File: config.mk
export PLATFORM = sky130hd
export DESIGN_NAME = axi3_rd_arbiter
export DESIGN_NICKNAME = d
export VERILOG_FILES = /design/src/rtl/axi3_rd_arbiter.sv
export SDC_FILE = /design/constraint.sdc
export NUM_CORES = 1
export LEC_CHECK = 0
export ABC_CLOCK_PERIOD_IN_PS = 2700
export BUFFER_PORTS_ARGS = -buffer_cell sky130_fd_sc_hd__buf_2
export CAP_MARGIN = 10
export CELL_PAD_IN_SITES_DETAIL_PLACEMENT = 1
export CELL_PAD_IN_SITES_GLOBAL_PLACEMENT = 1
export CORE_MARGIN = 2
export CORE_UTILIZATION = 29
export DETAILED_ROUTE_END_ITERATION = 16
export PLACE_DENSITY_LB_ADDON = 0.1
export SLEW_MARGIN = 40
export SYNTH_ARGS = -nofsm -noshare
export SYNTH_HDL_FRONTEND = slang
export SYNTH_SLANG_ARGS = --single-unit
File: constraint.sdc
create_clock -name clk -period 2.7 [get_ports clk]
set_clock_uncertainty 0.15 [all_clocks]
set_input_delay 0.135 -clock clk [delete_from_list [all_inputs] [get_ports clk]]
set_output_delay 0.135 -clock clk [all_outputs]
set_load 0.05 [all_outputs]
File: src/rtl/axi3_rd_arbiter.sv
// Round-robin arbiter sharing one AXI3 read port between N_MST burst readers.
// One burst in flight at a time; the owner keeps the port until its RLAST beat.
module axi3_rd_arbiter #(
  parameter int unsigned N_MST      = 2,
  parameter int unsigned ADDR_WIDTH = 32,
  parameter int unsigned DATA_WIDTH = 32,
  parameter int unsigned ID_WIDTH   = 4
) (
  input  logic                        clk,
  input  logic                        rst,
  input  logic [N_MST-1:0]            m_arvalid,
  output logic [N_MST-1:0]            m_arready,
  input  logic [N_MST*ADDR_WIDTH-1:0] m_araddr,
  input  logic [N_MST*ID_WIDTH-1:0]   m_arid,
  input  logic [N_MST*4-1:0]          m_arlen,
  input  logic [N_MST*3-1:0]          m_arsize,
  input  logic [N_MST*2-1:0]          m_arburst,
  output logic [N_MST-1:0]            m_rvalid,
  input  logic [N_MST-1:0]            m_rready,
  output logic [DATA_WIDTH-1:0]       m_rdata,
  output logic [ID_WIDTH-1:0]         m_rid,
  output logic [1:0]                  m_rresp,
  output logic                        m_rlast,
  output logic                        s_arvalid,
  input  logic                        s_arready,
  output logic [ADDR_WIDTH-1:0]       s_araddr,
  output logic [ID_WIDTH-1:0]         s_arid,
  output logic [3:0]                  s_arlen,
  output logic [2:0]                  s_arsize,
  output logic [1:0]                  s_arburst,
  input  logic                        s_rvalid,
  output logic                        s_rready,
  input  logic [DATA_WIDTH-1:0]       s_rdata,
  input  logic [ID_WIDTH-1:0]         s_rid,
  input  logic [1:0]                  s_rresp,
  input  logic                        s_rlast,
  output logic                        busy,
  output logic                        proto_err
);

  localparam int unsigned IdxW = (N_MST > 1) ? $clog2(N_MST) : 1;

  typedef enum logic [1:0] {StIdle, StAddr, StData} state_e;

  state_e                state_q, state_d;
  logic [IdxW-1:0]       rr_ptr_q, rr_ptr_d;
  logic [IdxW-1:0]       grant_q, grant_d;
  logic [3:0]            beat_cnt_q, beat_cnt_d;
  logic                  proto_err_q, proto_err_d;
  logic [ADDR_WIDTH-1:0] araddr_q, araddr_d;
  logic [ID_WIDTH-1:0]   arid_q, arid_d;
  logic [3:0]            arlen_q, arlen_d;
  logic [2:0]            arsize_q, arsize_d;
  logic [1:0]            arburst_q, arburst_d;

  logic [IdxW-1:0]       winner;
  logic                  win_found;
  logic [IdxW:0]         cand_sum;
  logic [IdxW-1:0]       cand;

  // First requester found scanning upward from rr_ptr, wrapping at N_MST.
  always_comb begin
    winner    = '0;
    win_found = 1'b0;
    cand_sum  = '0;
    cand      = '0;
    for (int unsigned k = 0; k < N_MST; k++) begin
      cand_sum = {1'b0, rr_ptr_q} + (IdxW+1)'(k);
      if (cand_sum >= (IdxW+1)'(N_MST)) begin
        cand_sum = cand_sum - (IdxW+1)'(N_MST);
      end
      cand = cand_sum[IdxW-1:0];
      if (!win_found && m_arvalid[cand]) begin
        win_found = 1'b1;
        winner    = cand;
      end
    end
  end

  always_comb begin
    state_d     = state_q;
    rr_ptr_d    = rr_ptr_q;
    grant_d     = grant_q;
    beat_cnt_d  = beat_cnt_q;
    proto_err_d = proto_err_q;
    araddr_d    = araddr_q;
    arid_d      = arid_q;
    arlen_d     = arlen_q;
    arsize_d    = arsize_q;
    arburst_d   = arburst_q;
    m_arready   = '0;
    m_rvalid    = '0;
    s_rready    = 1'b0;

    unique case (state_q)
      StIdle: begin
        if (win_found) begin
          // No grant is offered while reset is held low.
          m_arready[winner] = rst;
          araddr_d          = m_araddr[winner*ADDR_WIDTH +: ADDR_WIDTH];
          arid_d            = m_arid[winner*ID_WIDTH +: ID_WIDTH];
          arlen_d           = m_arlen[winner*4 +: 4];
          arsize_d          = m_arsize[winner*3 +: 3];
          arburst_d         = m_arburst[winner*2 +: 2];
          grant_d           = winner;
          beat_cnt_d        = '0;
          state_d           = StAddr;
        end
      end
      StAddr: begin
        if (s_arready) begin
          state_d = StData;
        end
      end
      StData: begin
        m_rvalid[grant_q] = s_rvalid;
        s_rready          = m_rready[grant_q];
        if (s_rvalid && m_rready[grant_q]) begin
          beat_cnt_d = (beat_cnt_q == 4'd15) ? beat_cnt_q : beat_cnt_q + 4'd1;
          // Flag RLAST arriving early/late; only RLAST itself ends the burst.
          if (s_rlast != (beat_cnt_q == arlen_q)) begin
            proto_err_d = 1'b1;
          end
          if (s_rlast) begin
            state_d  = StIdle;
            rr_ptr_d = (grant_q == IdxW'(N_MST - 1)) ? '0 : grant_q + 1'b1;
          end
        end
      end
      default: state_d = StIdle;
    endcase
  end

  always_ff @(posedge clk or negedge rst) begin
    if (!rst) begin
      state_q     <= StIdle;
      rr_ptr_q    <= '0;
      grant_q     <= '0;
      beat_cnt_q  <= '0;
      proto_err_q <= 1'b0;
      araddr_q    <= '0;
      arid_q      <= '0;
      arlen_q     <= '0;
      arsize_q    <= '0;
      arburst_q   <= '0;
    end else begin
      state_q     <= state_d;
      rr_ptr_q    <= rr_ptr_d;
      grant_q     <= grant_d;
      beat_cnt_q  <= beat_cnt_d;
      proto_err_q <= proto_err_d;
      araddr_q    <= araddr_d;
      arid_q      <= arid_d;
      arlen_q     <= arlen_d;
      arsize_q    <= arsize_d;
      arburst_q   <= arburst_d;
    end
  end

  assign s_arvalid = (state_q == StAddr);
  assign s_araddr  = araddr_q;
  assign s_arid    = arid_q;
  assign s_arlen   = arlen_q;
  assign s_arsize  = arsize_q;
  assign s_arburst = arburst_q;

  assign m_rdata   = s_rdata;
  assign m_rid     = s_rid;
  assign m_rresp   = s_rresp;
  assign m_rlast   = s_rlast;

  assign busy      = (state_q != StIdle);
  assign proto_err = proto_err_q;

endmodule
==> summary.md <==
| Metric | Value |
|---|---|
| Outcome | `finished with violations` |
| Violated checks | `hold timing` |
| Fmax | `457 MHz` |
| Total power | `4.81 mW` |
| Via density per instance | `4.41` |
| Final Max Slew Viols | `0` |
| Post-synthesis register bit count | `54` |
| Power Density | `1110 mW/mm^2` |
| Io pins | `229` |
| CP arrival | `1.90 ns` |
| Die X | `104 um` |
| Tcrit/Tclk final | `81.0%` |
| Fin util | `44.6%` |
| Commonest non-fill, non-tap cells in the layout | `buf_2, dlygate4sd3_1, dfrtp_1` |
| Synth area leader | `dfrtp_1` |
| N_diodes | `0` |
| Crit path launch type | `flop` |
| Sequential area share after synthesis | `46.7%` |
| Cells after Synth | `294` |
| H-tree levels | `2` |
| Detailed Routing Iterations Pass 1 | `4` |
| Syn nets | `432` |
| Core Area | `0.00973 mm^2` |
| Reg2Reg Setup Slack | `0.55 ns` |
| Static Leakage | `2.30 nW` |
| Ys Warns | `0` |
| WL final | `8370 um` |
| Placed Area | `0.00356 mm^2` |
| Clk pin slew, worst setup/hold paths | `0.09 ns` |
| Largest net degree at the start of global routing | `55` |
| Setup Viol. Count Final | `0` |
| Min Tclk post-route | `2.19 ns` |
| Wire per inst | `13.7 um` |
| Clock latency on the worst-skew pair | `0.30 ns` |
| Critical path data required time | `2.41 ns` |
| Layout area overhead | `50.0%` |
| TritonCTS sink count | `54` |
| Setup CP Type | `reg -> out` |
| Fin Hold WS | `-0.00647 ns` |
| Crit Path Max Fanout | `8` |
| Nets | `613` |
| Layout cells sized above 1 | `36.1%` |
| Vias in the first global route | `2,906` |
| GPL Wtd Cong | `0.697` |
| All-Layer GR Usage | `15.4%` |
| HP Class | `in -> reg` |
| Max-cap violations | `0` |
| Peak supply drop | `0.451 mV` |
| Commonest non-fill, non-tap cell in the layout | `buf_2` |
| 1st-iter DRT viols | `58` |
| CTS resizes | `0` |
| Buffers on Ports | `152` |
| DR DRC count | `0` |
| Via count | `2,687` |
| Initial antenna violation count | `0` |
| Total negative slack | `0 ns` |
| Share of the synthesized area in the top cell type | `46.7%` |
| Max Buffers Root-to-Sink | `2` |
| Final global-route overflow total | `0` |
| Final Hold Fails | `1` |
| Unrepaired setup endpoints after global routing | `false` |
| Pin slew with the least headroom to its limit | `0.716 ns` |
| Fillers | `1,179` |
| Slew HR | `52.3%` |
| Mapped Area | `0.00289 mm^2` |
| TritonCTS buffer count | `5` |
| Root Driver | `clkbuf_8` |
| Global-route wire length before repair | `13,700 um` |
| Largest cells by area after synthesis | `dfrtp_1, mux2i_1, buf_4` |
| Final instance area | `0.00434 mm^2` |
| Row cnt | `36` |
| TritonCTS clock tree | `built` |
| Die height | `104 um` |
| Hpwl dp | `5940 um` |
| CP endpoint kind | `output port` |
| Die area | `0.0108 mm^2` |
| Post-Syn Area per Cell | `9.84 um^2` |
| Yosys cell types | `30` |
| Initial Util | `29.7%` |
| Detail Route Antenna Nets | `0` |
cell usage after synthesis:
cell / number
dfrtp_1: 54
nand2_1: 48
o21ai_0: 48
mux2i_1: 46
buf_4: 40
clkbuf_1: 9
nor2_1: 9
inv_1: 6
xnor2_1: 5
a21oi_1: 3
buf_2: 2
buf_6: 2
mux2_2: 2
nand2b_1: 2
nand4_1: 2
or3_1: 2
a21o_1: 1
a31oi_1: 1
a41oi_2: 1
and3_1: 1
ha_1: 1
nand2b_4: 1
nand3b_1: 1
nor2b_1: 1
nor3_1: 1
o21ai_1: 1
o21ai_2: 1
o22a_2: 1
o22ai_1: 1
o2bb2ai_1: 1
final timing paths:
check,startpoint,to,cells after the start
setup / recovery,state_q[1]$_DFFE_PN0P_,m_arready[0],5
hold / removal,m_araddr[6],s_araddr[6]$_DFFE_PN0P_,3
setup reg to reg,rr_ptr_q$_DFFE_PN0P_,s_araddr[9]$_DFFE_PN0P_,5
hold reg to reg,proto_err$_DFFE_PN0P_,proto_err$_DFFE_PN0P_,1
max in group asynchronous,rst,s_araddr[7]$_DFFE_PN0P_,3
min in group asynchronous,rst,rr_ptr_q$_DFFE_PN0P_,3
metrics by stage:
step                instances  worst slack (ns)  hold slack (ns)
floorplan                 294             0.407           -0.311
global placement          530             0.734            0.120
detailed placement        532             0.830            0.120
CTS                       605             0.484        0.0000276
global route              609             0.324          0.00610
finish                    609             0.514         -0.00647
worst max-delay path: stages (launching register included):
cell     delay (ns)
dfrtp_1        0.47
nor2_1         0.28
inv_1          0.13
nor2_1         0.27
and3_1         0.19
buf_2          0.26
timing repair:
item,4_1_cts,5_1_grt
hold endpoints to repair,89,2
buffers inserted,0,0
hold buffers,65,4
sequential cells by signal, indices dropped and copies added (netlist names):
register,cells
s_araddr,32
beat_cnt_q,4
s_arid,4
s_arlen,4
s_arsize,3
s_arburst,2
state_q,2
grant_q,1
proto_err,1
rr_ptr_q,1
area by class of cell:
class / count / area, um^2 / share of cell area [%]
Clock buffer: 7 / 86.3 / 1.99
Clock inverter: 1 / 5.00 / 0.115
Inverter: 6 / 22.5 / 0.519
Multi-Input combinational cell: 181 / 1170 / 27.0
Sequential cell: 54 / 1350 / 31.1
Tap cell: 133 / 166 / 3.83
Timing Repair Buffer: 227 / 1540 / 35.4
layer usage:
metal	part of all wire (%)	wire length [um]	vias up	global-route usage (%)
met5	0	0	-	0
met2	48	4010	104	26.2
met1	44	3690	1259	19.1
li1	-	-	1316	-
met3	7.5	626	8	5.08
met4	0.54	45	0	2.80
power by group:
group / internal (mW) / switching, mW
registers: 1.19 / 0.245
logic: 0.840 / 2.07
clock network: 0.208 / 0.258
total: 2.23 / 2.58
cells by family (layout without fill, tap and decap cells):
| logic type | Yosys count | in the layout | share of synthesized area [%] |
|---|---|---|---|
| flops | 54 | 54 | 46.7 |
| buf+inv | 59 | 241 | 13.4 |
| simple gates | 68 | 68 | 10.0 |
| mux | 48 | 48 | 16.7 |
| xor+xnor | 5 | 5 | 1.51 |
| compound gates | 59 | 59 | 11.2 |
| fa+ha+maj | 1 | 1 | 0.432 |
No activity file was read; power rests on OpenSTA's default activity.
